===== src/rtl/nixie_time_bcd.sv =====
// Time-of-day keeper for the nixie serializer.
// Keeps HH:MM:SS in BCD and advances it on each GPS PPS rising edge.
// If PPS disappears, it free-runs from the local clock (holdover).
// The host can load an absolute time; the load is applied on the next second tick.
//
// Ports:
//   clk        system clock
//   rst        asynchronous, active-high reset
//   pps        raw GPS PPS, asynchronous to clk
//   load_valid host time load request
//   load_time  BCD {H1,H0,M1,M0,S1,S0}
//   load_ready high while no load is pending
//   load_err   1-cycle pulse when a load is rejected
//   NixieBCD   {H1,H0,F,M1,M0,F,S1,S0}; 4'hF blanks a tube
//   digitpoint point mask for the serializer
//   tick       1-cycle pulse per second advance
//   pps_lost   high while in holdover
module nixie_time_bcd #(
  parameter int unsigned CLK_HZ      = 10_000_000,
  parameter int unsigned PPS_TIMEOUT = CLK_HZ + CLK_HZ / 16,
  parameter logic [15:0] DP_PATTERN  = 16'h0000
) (
  input  logic        clk,
  input  logic        rst,
  input  logic        pps,
  input  logic        load_valid,
  input  logic [23:0] load_time,
  output logic        load_ready,
  output logic        load_err,
  output logic [31:0] NixieBCD,
  output logic [15:0] digitpoint,
  output logic        tick,
  output logic        pps_lost
);

  localparam int unsigned CntW = $clog2(PPS_TIMEOUT + 1);
  localparam logic [CntW-1:0] TimeoutLast = CntW'(PPS_TIMEOUT - 1);
  localparam logic [CntW-1:0] SecondLast  = CntW'(CLK_HZ - 1);

  typedef enum logic [0:0] {StSynced, StHoldover} state_e;

  state_e            state_q, state_d;
  logic              pps_meta_q, pps_sync_q, pps_prev_q;
  logic [CntW-1:0]   cnt_q;
  logic [23:0]       time_q, time_next;
  logic              pend_q;
  logic [23:0]       pend_time_q;
  logic              tick_q, tick_d;
  logic              load_err_q;
  logic [15:0]       dp_q, dp_next;
  logic              pps_rise;
  logic              accept;
  logic              load_ok;

  // One-second BCD increment with a 23:59:59 -> 00:00:00 wrap.
  function automatic logic [23:0] bcd_inc(input logic [23:0] t);
    logic [3:0] h1, h0, m1, m0, s1, s0;
    {h1, h0, m1, m0, s1, s0} = t;
    if (s0 != 4'd9) begin
      s0 = s0 + 4'd1;
    end else begin
      s0 = 4'd0;
      if (s1 != 4'd5) begin
        s1 = s1 + 4'd1;
      end else begin
        s1 = 4'd0;
        if (m0 != 4'd9) begin
          m0 = m0 + 4'd1;
        end else begin
          m0 = 4'd0;
          if (m1 != 4'd5) begin
            m1 = m1 + 4'd1;
          end else begin
            m1 = 4'd0;
            if (h1 == 4'd2 && h0 == 4'd3) begin
              h1 = 4'd0;
              h0 = 4'd0;
            end else if (h0 != 4'd9) begin
              h0 = h0 + 4'd1;
            end else begin
              h0 = 4'd0;
              h1 = h1 + 4'd1;
            end
          end
        end
      end
    end
    return {h1, h0, m1, m0, s1, s0};
  endfunction

  function automatic logic time_valid(input logic [23:0] t);
    logic [3:0] h1, h0, m1, m0, s1, s0;
    logic       digits_ok;
    {h1, h0, m1, m0, s1, s0} = t;
    digits_ok = (h1 <= 4'd9) && (h0 <= 4'd9) && (m0 <= 4'd9) && (s0 <= 4'd9);
    return digits_ok && (m1 <= 4'd5) && (s1 <= 4'd5) &&
           ((h1 < 4'd2) || (h1 == 4'd2 && h0 <= 4'd3));
  endfunction

  assign pps_rise = pps_sync_q & ~pps_prev_q;
  assign accept   = load_valid & ~pend_q;
  assign load_ok  = time_valid(load_time);

  always_comb begin
    tick_d  = 1'b0;
    state_d = state_q;
    unique case (state_q)
      StSynced: begin
        if (pps_rise) begin
          tick_d = 1'b1;
        end else if (cnt_q == TimeoutLast) begin
          tick_d  = 1'b1;
          state_d = StHoldover;
        end
      end
      StHoldover: begin
        // An edge and the terminal count together still give a single tick.
        if (pps_rise) begin
          tick_d  = 1'b1;
          state_d = StSynced;
        end else if (cnt_q == SecondLast) begin
          tick_d = 1'b1;
        end
      end
      default: state_d = StSynced;
    endcase
  end

  // A pending load replaces the increment; a load accepted in this cycle is not yet pending.
  assign time_next = pend_q ? pend_time_q : bcd_inc(time_q);

  // Points blink with even seconds when synced; steady in holdover to flag lost lock.
  assign dp_next = ((state_d == StHoldover) || !time_next[0]) ? DP_PATTERN : 16'h0000;

  always_ff @(posedge clk or posedge rst) begin
    if (rst) begin
      state_q     <= StSynced;
      pps_meta_q  <= 1'b0;
      pps_sync_q  <= 1'b0;
      pps_prev_q  <= 1'b0;
      cnt_q       <= '0;
      time_q      <= 24'h000000;
      pend_q      <= 1'b0;
      pend_time_q <= 24'h000000;
      tick_q      <= 1'b0;
      load_err_q  <= 1'b0;
      dp_q        <= DP_PATTERN;
    end else begin
      pps_meta_q <= pps;
      pps_sync_q <= pps_meta_q;
      pps_prev_q <= pps_sync_q;
      state_q    <= state_d;
      tick_q     <= tick_d;
      cnt_q      <= tick_d ? '0 : cnt_q + CntW'(1);
      load_err_q <= accept & ~load_ok;
      if (tick_d) begin
        time_q <= time_next;
        dp_q   <= dp_next;
      end
      if (accept && load_ok) begin
        pend_q      <= 1'b1;
        pend_time_q <= load_time;
      end else if (tick_d) begin
        pend_q <= 1'b0;
      end
    end
  end

  assign load_ready = ~pend_q;
  assign load_err   = load_err_q;
  assign NixieBCD   = {time_q[23:16], 4'hF, time_q[15:8], 4'hF, time_q[7:0]};
  assign digitpoint = dp_q;
  assign tick       = tick_q;
  assign pps_lost   = (state_q == StHoldover);

endmodule


===== config.mk =====
export PLATFORM = sky130hd
export DESIGN_NAME = nixie_time_bcd
export DESIGN_NICKNAME = d
export VERILOG_FILES = /design/src/rtl/nixie_time_bcd.sv
export SDC_FILE = /design/constraint.sdc
export NUM_CORES = 1
export LEC_CHECK = 0
export CAP_MARGIN = 0
export CORE_ASPECT_RATIO = 1.4
export CORE_MARGIN = 2
export CORE_UTILIZATION = 56
export CTS_CLUSTER_SIZE = 14
export DETAILED_ROUTE_END_ITERATION = 8
export GPL_ROUTABILITY_DRIVEN = 0
export PLACE_DENSITY = 0.85
export SLEW_MARGIN = 15
export SYNTH_ARGS = -nofsm -noshare
export SYNTH_HDL_FRONTEND = slang
export SYNTH_SLANG_ARGS = --single-unit

===== constraint.sdc =====
create_clock -name clk -period 3.8 [get_ports clk]
set_input_delay 0.76 -clock clk [delete_from_list [all_inputs] [get_ports clk]]
set_output_delay 0.76 -clock clk [all_outputs]
set_load 0.02 [all_outputs]

==> results.md, run 1 <==
* Worst-path cell chain: ha_1 -> nand3_1 -> or2_1 -> o31ai_4 -> nor2_2 -> inv_2 -> nand2_1 -> o221a_2
* Pre-Repair DR Iteration Count at 4
* DP HPWL at 6412 um
* Adder-Cell Fraction of Synth Area at under 10%
* Critical Path Source Type: flip-flop
* Net Sw Power at 491.5 uW
* Critical Path End Type: flip-flop
* Max rail drop VDD at approximately 270 uV
* Vias per cell at 5.572
* Total wire length at 8885 um
* # hold bufs at CTS at 0
* Std-Cell Rows at 36
* Largest net degree at the start of global routing at 42
* Setup_tns at 0 ns
* Max Clock Skew at 0.007577 ns
* EDFF count, synth at 0
* Simple-Gate Fraction of Synth Area at 19.48%
* Clock Tree Buf Depth at 2
* Post-synthesis compound-gate area fraction at 13.47%
* Synth-to-Final Area Change at 17.53%
* Syn Inst Count at around 400
* Met2 wire len at 4783 um
* Critical Path RT at roughly 4.0 ns
* CP bufs+invs at 1
* Seq pwr share at about 53%
* DR vias at 3115
* Async set or reset register ratio after synthesis at 100.0%
* Global route overflow at 0
* Result of the run: finished, final reports clean
* XOR/XNOR Fraction of Synth Area at 4.480%
* Clk pwr share at 30.3%
* First DRT Iteration DRCs at 204
* Die width at roughly 76 um
* Total track usage at 23.41%
* Core Region at 7027 um2
* CTS root buffer: clkbuf_8
* Seq/Total Area, Yosys at around half
* Met3 Wirelength at 324 um
* Placed cell areas at 4654 um2
* Routed Antenna Nets at 0
* Initial Util at 58.42%
* Design Area, Final at 4825 um2
* Most frequent cells in the layout: dfrtp_1, clkdlybuf4s50_1, nor2_1
* Crit path DAT at between 2 and 3 ns
* Worst-Skew Late Latency at 0.35 ns
* Internal Power at between 1000 and 1500 uW
* Worst-Margin Slew at roughly 0.82 ns
* Wl on met1 at 3576 um
* Ratio of cells with drive above 1 in the final layout at 10.56%
* Total power draw at 1808 uW
* Slowest CP cell: inv_2
* Worst hold slack at between 0.3 and 0.4 ns
* Initial antenna violation count at 0
* Final Setup Violations at 0
* CTS Buf Count at 9
* Hold Fails Final Rpt at 0
* Period Utilization, post-route at 69.76%
* Clk slew on worst S/H paths at 0.07 ns
* Cts repair resizes at 0
* H-tree depth at 3
* Top sig layer: met4
* Critical path type: flip-flop to flip-flop
* Power Density at approximately 370 nW/um2
* Die ar. at slightly above 8000 um2
* Post-CTS setup buffers at 0
* Diodes inserted at 0
* Avg Synthesized Cell Area at roughly 10 um2
* Multiplexer area fraction after synthesis at 5.730%
* Max Cap Viol at 0
* Slew Limit Fails at 0
* Slew HR at 45.41%
* Final nets at 492
* Finished Layout Cells at 559
* Post-synth cell types at 64
* First-pass GRT wire length at 14990 um
* Logic pwr share at between 10% and 20%
* CP Max Fanout at 36
* # IOs at 80
* Drt wl/cell at 15.89 um
* Unrepaired setup endpoints after global routing: no
* Drc violations at 0
* Switching part of the total at 27.19%
* Min-Delay Path Class: flip-flop to flip-flop
* Synthesized flop and latch total at 79
* # port buffers at 55
* Predominant post-synthesis flop cell: dfrtp_1
* Die height at approximately 110 um
* Mapped Area at 4105 um2
* TritonCTS clock tree: built
* Placed Instances at 543
* Commonest non-fill, non-tap cell in the layout: dfrtp_1
* Vias in the first global route at 3120
* Fmax at 377.2 MHz
* Max stage delay on crit path at 0.47 ns
* CP delay by family, top: simple AND/OR/NAND/NOR gates
* Largest family of logic cells by synthesized area: simple AND/OR/NAND/NOR gates
* Sinks on Clock Net at 79
* Leak at 0.002123 uW
* Minimum clock period at roughly 2.7 ns
* Yosys warnings at 0
power by group through the flow:
stage	Sequential, uW	Combinational, uW	Clock [uW]
finish	961	299	548
global route	972	327	607
CTS	959	302	568
detailed placement	974	301	0
global placement	973	291	0
floorplan	989	174	0
per-stage QoR:
stage / util, % / worst slack (ns)
after global placement: 66.24 / 0.9460
after global routing: 68.66 / 0.9392
after detailed placement: 66.24 / 0.8818
final: 68.66 / 1.149
after CTS: 68.66 / 1.114
after floorplan: - / 1.017
state kept, by name, summed over array words and instances, names as in the netlist:
signal,cells
load_err,1
pps_sync_q,1
pend_time_q,24
pps_meta_q,1
cnt_q,24
pps_lost,1
pps_prev_q,1
pend_q,1
time_q,24
tick,1
logic make-up after synthesis:
group | after synthesis
AO/OA/AOI/OAI | 84
multiplexers | 21
XOR/XNOR | 21
adder cells (fa/ha/maj) | 5
other | 2
AND/OR/NAND/NOR | 143
buffers and inverters | 49
flip-flops | 79
cell usage after synthesis, types with 2 or more instances:
master | n | share of area, %
a21o_1 | 3 | 0.55
a21oi_1 | 23 | 2.8
a22o_1 | 2 | 0.43
a2bb2oi_1 | 3 | 0.64
a31o_2 | 2 | 0.43
a31oi_1 | 3 | 0.46
a32oi_1 | 2 | 0.43
and2_1 | 2 | 0.30
and3_1 | 7 | 1.1
buf_1 | 2 | 0.18
buf_2 | 4 | 0.49
buf_4 | 26 | 4.8
clkbuf_1 | 4 | 0.37
conb_1 | 2 | 0.18
dfrtp_1 | 79 | 48
ha_1 | 5 | 1.5
inv_1 | 12 | 1.1
mux2_2 | 20 | 5.5
nand2_1 | 15 | 1.4
nand2b_1 | 5 | 0.76
nand3_1 | 14 | 1.7
nand3b_1 | 3 | 0.55
nand4_1 | 4 | 0.61
nor2_1 | 44 | 4.0
nor2b_1 | 11 | 1.7
nor3_1 | 7 | 0.85
nor3b_1 | 4 | 0.73
nor4_1 | 3 | 0.46
nor4_2 | 2 | 0.61
nor4b_1 | 3 | 0.64
o211a_1 | 2 | 0.49
o21a_1 | 2 | 0.37
o21ai_0 | 18 | 2.2
o21ai_1 | 6 | 0.73
o21ai_2 | 2 | 0.43
o31ai_1 | 5 | 0.91
or2_1 | 2 | 0.30
or3_1 | 6 | 0.91
xnor2_1 | 9 | 1.9
xor2_1 | 12 | 2.6
final timing paths:
path | slack (ns) | cells after the start | end | startpoint
max in group asynchronous | 2.22 | 3 | pend_time_q[16] | rst
worst min register to register | 0.36 | 0 | pps_sync_q | pps_meta_q
worst min-delay path | 0.36 | 0 | pps_sync_q | pps_meta_q
worst max-delay path | 1.15 | 8 | time_q[2] | cnt_q[0]
min in group asynchronous | 0.89 | 2 | tick | rst
worst max register to register | 1.15 | 8 | time_q[2] | cnt_q[0]
final cells by class:
| type | instances | area, um2 |
|---|---|---|
| clock buffer | 16 | 170.2 |
| inverter | 13 | 48.80 |
| multi-input combinational | 298 | 1924 |
| tap | 95 | 118.9 |
| fill | 561 | 2202 |
| timing repair buffer | 58 | 585.6 |
| sequential | 79 | 1977 |
layer usage:
| layer | vias up | global-route usage [%] |
|---|---|---|
| li1 | 1489 | - |
| met2 | 77 | 41.02 |
| met1 | 1534 | 27.40 |
| met3 | 15 | 5.736 |
| met5 | - | 0 |
| met4 | 0 | 9.481 |
(Power assumes the default switching activity.)
==> run 2: changes to the inputs <==
--- a/config.mk
+++ b/config.mk
@@ -8,11 +8,11 @@
 export CAP_MARGIN = 0
 export CORE_ASPECT_RATIO = 1.4
 export CORE_MARGIN = 2
-export CORE_UTILIZATION = 56
+export CORE_UTILIZATION = 47
 export CTS_CLUSTER_SIZE = 14
 export DETAILED_ROUTE_END_ITERATION = 8
 export GPL_ROUTABILITY_DRIVEN = 0
-export PLACE_DENSITY = 0.85
+export PLACE_DENSITY = 0.76
 export SLEW_MARGIN = 15
 export SYNTH_ARGS = -nofsm -noshare
 export SYNTH_HDL_FRONTEND = slang
==> constraint.sdc (replaced) <==
create_clock -name clk -period 2.31 [get_ports clk]
set_input_delay 0.462 -clock clk [delete_from_list [all_inputs] [get_ports clk]]
set_output_delay 0.462 -clock clk [all_outputs]
set_load 0.02 [all_outputs]
==> results.md, run 2 (synthesis gave the netlist of run 1 again) <==
* Placed Instances at 574 (was 543)
* DP HPWL at 6747 um (was 6412 um)
* Final Setup Violations at 0 (unchanged)
* # port buffers at 55 (unchanged)
* Die width at 82.99 um (was 76.36 um)
* Sinks on Clock Net at 79 (unchanged)
* Slew HR at 65.59% (was 45.41%)
* Leak at 0.002326 uW (was 0.002123 uW)
* CTS Buf Count at 9 (unchanged)
* Total track usage at 20.11% (was 23.41%)
* # IOs at 80 (unchanged)
* CTS root buffer: clkbuf_16 (was clkbuf_8)
* Hold Fails Final Rpt at 0 (unchanged)
* Final Util at 60.92% (was 68.66%)
* First-pass GRT wire length at 15240 um (was 14990 um)
* Global route overflow at 0 (unchanged)
* Final nets at 517 (was 492)
* Vias per cell at 5.488 (was 5.572)
* Vias in the first global route at 3171 (was 3120)
* Critical path type: flip-flop to flip-flop (unchanged)
* Design Area, Final at 5214 um2 (was 4825 um2)
* DR vias at 3260 (was 3115)
* Drc violations at 0 (unchanged)
* Die height at 114.6 um (was 105.3 um)
* Period Utilization, post-route at 95.09% (was 69.76%)
* Power Density at 682.3 nW/um2 (was 374.7 nW/um2)
* Initial Util at 47.97% (was 58.42%)
* Unrepaired setup endpoints after global routing: yes (was no)
* Drt wl/cell at 15.52 um (was 15.89 um)
* Finished Layout Cells at 594 (was 559)
* Diodes inserted at 0 (unchanged)
* # hold bufs at CTS at 0 (unchanged)
* Biggest registers after layout: cnt_q (24), pend_time_q (24), time_q (24) (unchanged)
* Initial antenna violation count at 0 (unchanged)
* Critical Path End Type: flip-flop (unchanged)
* Commonest non-fill, non-tap cell in the layout: dfrtp_1 (unchanged)
* Critical Path Source Type: flip-flop (unchanged)
* Worst-Skew Late Latency at 0.33 ns (was 0.35 ns)
* Die ar. at 9508 um2 (was 8041 um2)
* Max Clock Skew at 0.003258 ns (was 0.007577 ns)
* CP Max Fanout at 11 (was 36)
* Core Region at 8558 um2 (was 7027 um2)
* Total wire length at 9220 um (was 8885 um)
* Worst-Margin Slew at 0.5151 ns (was 0.8176 ns)
* Max rail drop VDD at 554.4 uV (was 270.9 uV)
* Critical Path RT at 2.52 ns (was 4.04 ns)
* Result of the run: finished, final reports clean (unchanged)
* Max Cap Viol at 0 (unchanged)
* Std-Cell Rows at 40 (was 36)
* Most frequent cells in the layout: dfrtp_1, clkdlybuf4s50_1, nor2_1 (unchanged)
* Fmax at 455.2 MHz (was 377.2 MHz)
* Placed cell areas at 4853 um2 (was 4654 um2)
* Worst hold slack at 0.3467 ns (was 0.3587 ns)
* Minimum clock period at 2.197 ns (was 2.651 ns)
* Ratio of cells with drive above 1 in the final layout at 16.36% (was 10.56%)
* Synth-to-Final Area Change at 27.00% (was 17.53%)
* Routed Antenna Nets at 0 (unchanged)
* Pre-Repair DR Iteration Count at 4 (unchanged)
* TritonCTS clock tree: built (unchanged)
* Largest net degree at the start of global routing at 39 (was 42)
* Min-Delay Path Class: flip-flop to flip-flop (unchanged)
* Clk slew on worst S/H paths at 0.06 ns (was 0.07 ns)
* Slew Limit Fails at 0 (unchanged)
* First DRT Iteration DRCs at 152 (was 204)
* Crit path DAT at 2.41 ns (was 2.89 ns)
* Clock Tree Buf Depth at 2 (unchanged)
* H-tree depth at 3 (unchanged)
run 2: cell types whose count changed in the layout (fill, tap and decap cells not counted), sizes merged:
cell      before  now
buf            3   28
clkbuf        16   13
clkinv         0    2
bufinv         0    1
clkinvlp       0    1
inv           13   12
run 2: layer usage:
metal / vias up / track usage, % / routed length (um)
met5: - / 0 / 0
li1: 1543 / - / -
met4: 0 / 6.776 / 116
met2: 78 / 35.97 / 4884
met1: 1630 / 23.12 / 3790
met3: 9 / 5.696 / 428
run 2: final timing paths:
check	startpoint	end	slack, ns	cells past startpoint
setup / recovery	cnt_q[0]	time_q[5]	0.11	8
hold / removal	pps_meta_q	pps_sync_q	0.35	0
setup reg to reg	cnt_q[0]	time_q[5]	0.11	8
hold reg to reg	pps_meta_q	pps_sync_q	0.35	0
max in group asynchronous	rst	time_q[17]	1.24	3
min in group asynchronous	rst	time_q[6]	0.51	2
run 2: timing repair:
item                       CTS  global route
resized for setup            1             3
pin swaps                    0             3
setup endpoints to repair    1            41
buffers inserted             0             4
run 2: per-stage QoR:
stage          total power [uW]  setup slack [ns]   TNS [ns]
2_1_floorplan              1915            0.2593          0
3_3_place_gp               2105          -0.02992    -0.4087
3_5_place_dp               2117          -0.06775    -0.9261
4_1_cts                    3588         -0.002010  -0.002010
5_1_grt                    3717          -0.03243   -0.04151
6_report                   3557            0.1134          0
run 2: critical path: stages, from the launching register on:
cell and delay [ns]:
dfrtp_1 0.40, ha_1 0.25, nand3_1 0.14, or2_1 0.20, o31ai_4 0.08, nor2_2 0.27, inv_2 0.17, and3_1 0.20
or3b_1 0.36
run 2: power by group:
group          total [uW]  internal, uW  leakage, uW  switching, uW
Sequential           1580          1480      0.00107           99.4
Clock                1460           922     0.000156            542
Combinational         518           255      0.00110            263
Total                3560          2650      0.00233            904
run 2: final cells by class:
type                            instances  area, um2
Clock buffer                           13      270.3
Clock inverter                          3      40.04
Fill cell                             693       3344
Inverter                               13      52.55
Multi-Input combinational cell        298       1944
Sequential cell                        79       1977
Tap cell                              105      131.4
Timing Repair Buffer                   83      798.3
==> edit, RTL diff (config.mk and constraints of run 2) <==
Set the parameter `CLK_HZ` to 5_000_000 (it was 10_000_000).
--- a/src/rtl/nixie_time_bcd.sv
+++ b/src/rtl/nixie_time_bcd.sv
@@ -18,3 +18,3 @@
 module nixie_time_bcd #(
-  parameter int unsigned CLK_HZ      = 10_000_000,
+  parameter int unsigned CLK_HZ      = 5_000_000,
   parameter int unsigned PPS_TIMEOUT = CLK_HZ + CLK_HZ / 16,
Formal check against the unedited RTL: same outputs for any inputs over 10 cycles, from zero or initial values and one cycle with rst high; that may be too few to reach the edited logic, so the function may still have changed.
==> edit against run 2 <==
  * Setup slack gained 0.033 ns
  * Area after synthesis fell by 1.7%
  * Core utilization down 1.3 points
  * Synthesized cell count increased by 0.99%
  * Combinational power shrank 2%
  * Clock skew grew 0.0040 ns
  * Power decreased by 5.4%
  * Wire length fell by 0.52%
  * Sequential cell count shrank 1
  * Clock power is 12% lower
  * Final area is 3.2% lower
==> edit: results (changes against run 2) <==
leading cell types by count after synthesis=78 x sky130_fd_sc_hd__dfrtp_1, 41 x sky130_fd_sc_hd__nor2_1, 30 x sky130_fd_sc_hd__o21ai_0 (was 79 x sky130_fd_sc_hd__dfrtp_1, 44 x sky130_fd_sc_hd__nor2_1, 26 x sky130_fd_sc_hd__buf_4); number of filler cells placed in the layout=732 (was 693); met3 layer usage reported by global route=3.402% (was 5.696%); maximum resistive drop on vdd=456.0 uV (was 554.4 uV); post-detailed-placement half-perimeter wirelength=6590 um (was 6747 um); biggest fanout along the worst timing path=5 (was 11); power density over the cells=667.1 mW/mm^2 (was 682.3 mW/mm^2); aggregate routed wire length=9172 um (was 9220 um); part of the total power dissipated in sequential elements=46.7% (was 44.3%); Leakage Power=2.224 nW (was 2.326 nW); CTS Buffer Depth=2 (unchanged); number of global-route vias before repair=3138 (was 3171); clock group total power=1.28 mW (was 1.46 mW); clock tree from TritonCTS=built (unchanged); met2 usage in global routing=34.78% (was 35.97%); met2 wirelength from detailed routing=4846 um (was 4884 um); fraction of layout cells with a size suffix above 1=15.08% (was 16.36%); library cells used by synthesis=57 (was 64); sequential area share after synthesis=48.37% (was 48.16%); proportion of register bits with asynchronous set or reset after synthesis=100.0% (unchanged); number of instances in the placed design=569 (was 574); wire length of the first global-routing pass=14840 um (was 15240 um); root buffer cell=sky130_fd_sc_hd__clkbuf_16 (unchanged); DR WL met3=344 um (was 428 um); post-route insts no fill=589 (was 594); pin count of the biggest net entering global routing=79 (was 39); met1 WL=3637 um (was 3790 um); Net Sw Power=911.5 uW (was 903.9 uW); top post-synthesis cells by area=sky130_fd_sc_hd__dfrtp_1 48%, sky130_fd_sc_hd__mux2_2 6.1%, sky130_fd_sc_hd__buf_4 4.7% (was sky130_fd_sc_hd__dfrtp_1 48%, sky130_fd_sc_hd__mux2_2 5.5%, sky130_fd_sc_hd__buf_4 4.8%); outcome=completed (unchanged); arrival time at the worst endpoint=2.43 ns (was 2.41 ns); Post-Route Skew=0.007277 ns (was 0.003258 ns); all-layer global routing usage=20.94% (was 20.11%); Max transition margin=54.60% (was 65.59%); per-cell via count in the routed design=5.482 (was 5.488); mean instance size in the synthesized netlist=9.890 sq um (was 10.16 sq um)
-- edit: cell count changes after synthesis, moves of 3 or more --
| cell | delta |
|---|---|
| sky130_fd_sc_hd__nand2b_1 | -4 |
| sky130_fd_sc_hd__o21ai_1 | -6 |
| sky130_fd_sc_hd__a2bb2oi_1 | -3 |
| sky130_fd_sc_hd__nand3_1 | +9 |
| sky130_fd_sc_hd__clkbuf_1 | +6 |
| sky130_fd_sc_hd__nor2_1 | -3 |
| sky130_fd_sc_hd__nand3b_1 | -3 |
| sky130_fd_sc_hd__nand2_1 | +6 |
| sky130_fd_sc_hd__or3_1 | -3 |
| sky130_fd_sc_hd__o21ai_0 | +12 |
-- edit: cell type report --
| type | count | area (sq um) | share of cell area [%] |
|---|---|---|---|
| Sequential cell | 78 | 1952 | 38.69 |
| Multi-Input combinational cell | 297 | 1868 | 37.03 |
| Timing Repair Buffer | 79 | 768.2 | 15.23 |
| Clock buffer | 12 | 246.5 | 4.886 |
| Tap cell | 105 | 131.4 | 2.604 |
| Inverter | 14 | 56.30 | 1.116 |
| Clock inverter | 4 | 22.52 | 0.4464 |
-- edit: worst paths after layout --
check | startpoint | slack, ns | depth (start not counted) | to
min in group asynchronous | rst | 0.58 | 3 | pps_meta_q
max reg2reg | cnt_q[13] | 0.15 | 6 | time_q[1]
max in group asynchronous | rst | 1.40 | 3 | time_q[20]
max | cnt_q[13] | 0.15 | 6 | time_q[1]
min | pps_meta_q | 0.35 | 0 | pps_sync_q
min reg2reg | pps_meta_q | 0.35 | 0 | pps_sync_q
-- edit: stage by stage --
step	setup WS, ns	instance area (sq um)	util (%)
global placement	-0.03748	4725	55.86
global route	-0.005744	5045	59.65
detailed placement	-0.09192	4725	55.86
CTS	0.09280	4994	59.04
finish	0.1465	5045	59.65
floorplan	0.2903	4121	-
-- edit: critical path, cell delays in order, from the launching register on --
cell and delay (ns):
sky130_fd_sc_hd__dfrtp_1 0.43, sky130_fd_sc_hd__nor4_4 0.30, sky130_fd_sc_hd__nand3_2 0.18, sky130_fd_sc_hd__nor4_4 0.38
sky130_fd_sc_hd__nor2_1 0.16, sky130_fd_sc_hd__or4b_1 0.53, sky130_fd_sc_hd__nand3_1 0.10
-- edit: what timing repair did --
action | in CTS | in global routing
gates resized for setup | 0 | 1
buffers inserted | 0 | 4
endpoints found under the setup margin | 0 | 16
-- edit: kinds of logic (layout without fill, tap and decap cells) --
family,after synthesis,after routing,share of synthesized area (%)
simple gates,145,145,19.44
compound gates,81,81,12.34
flops,78,78,48.37
buf+inv,55,109,7.597
mux,23,23,6.388
xor+xnor,19,19,4.124
fa+ha+maj,5,5,1.550
other cells,2,24,0.1861
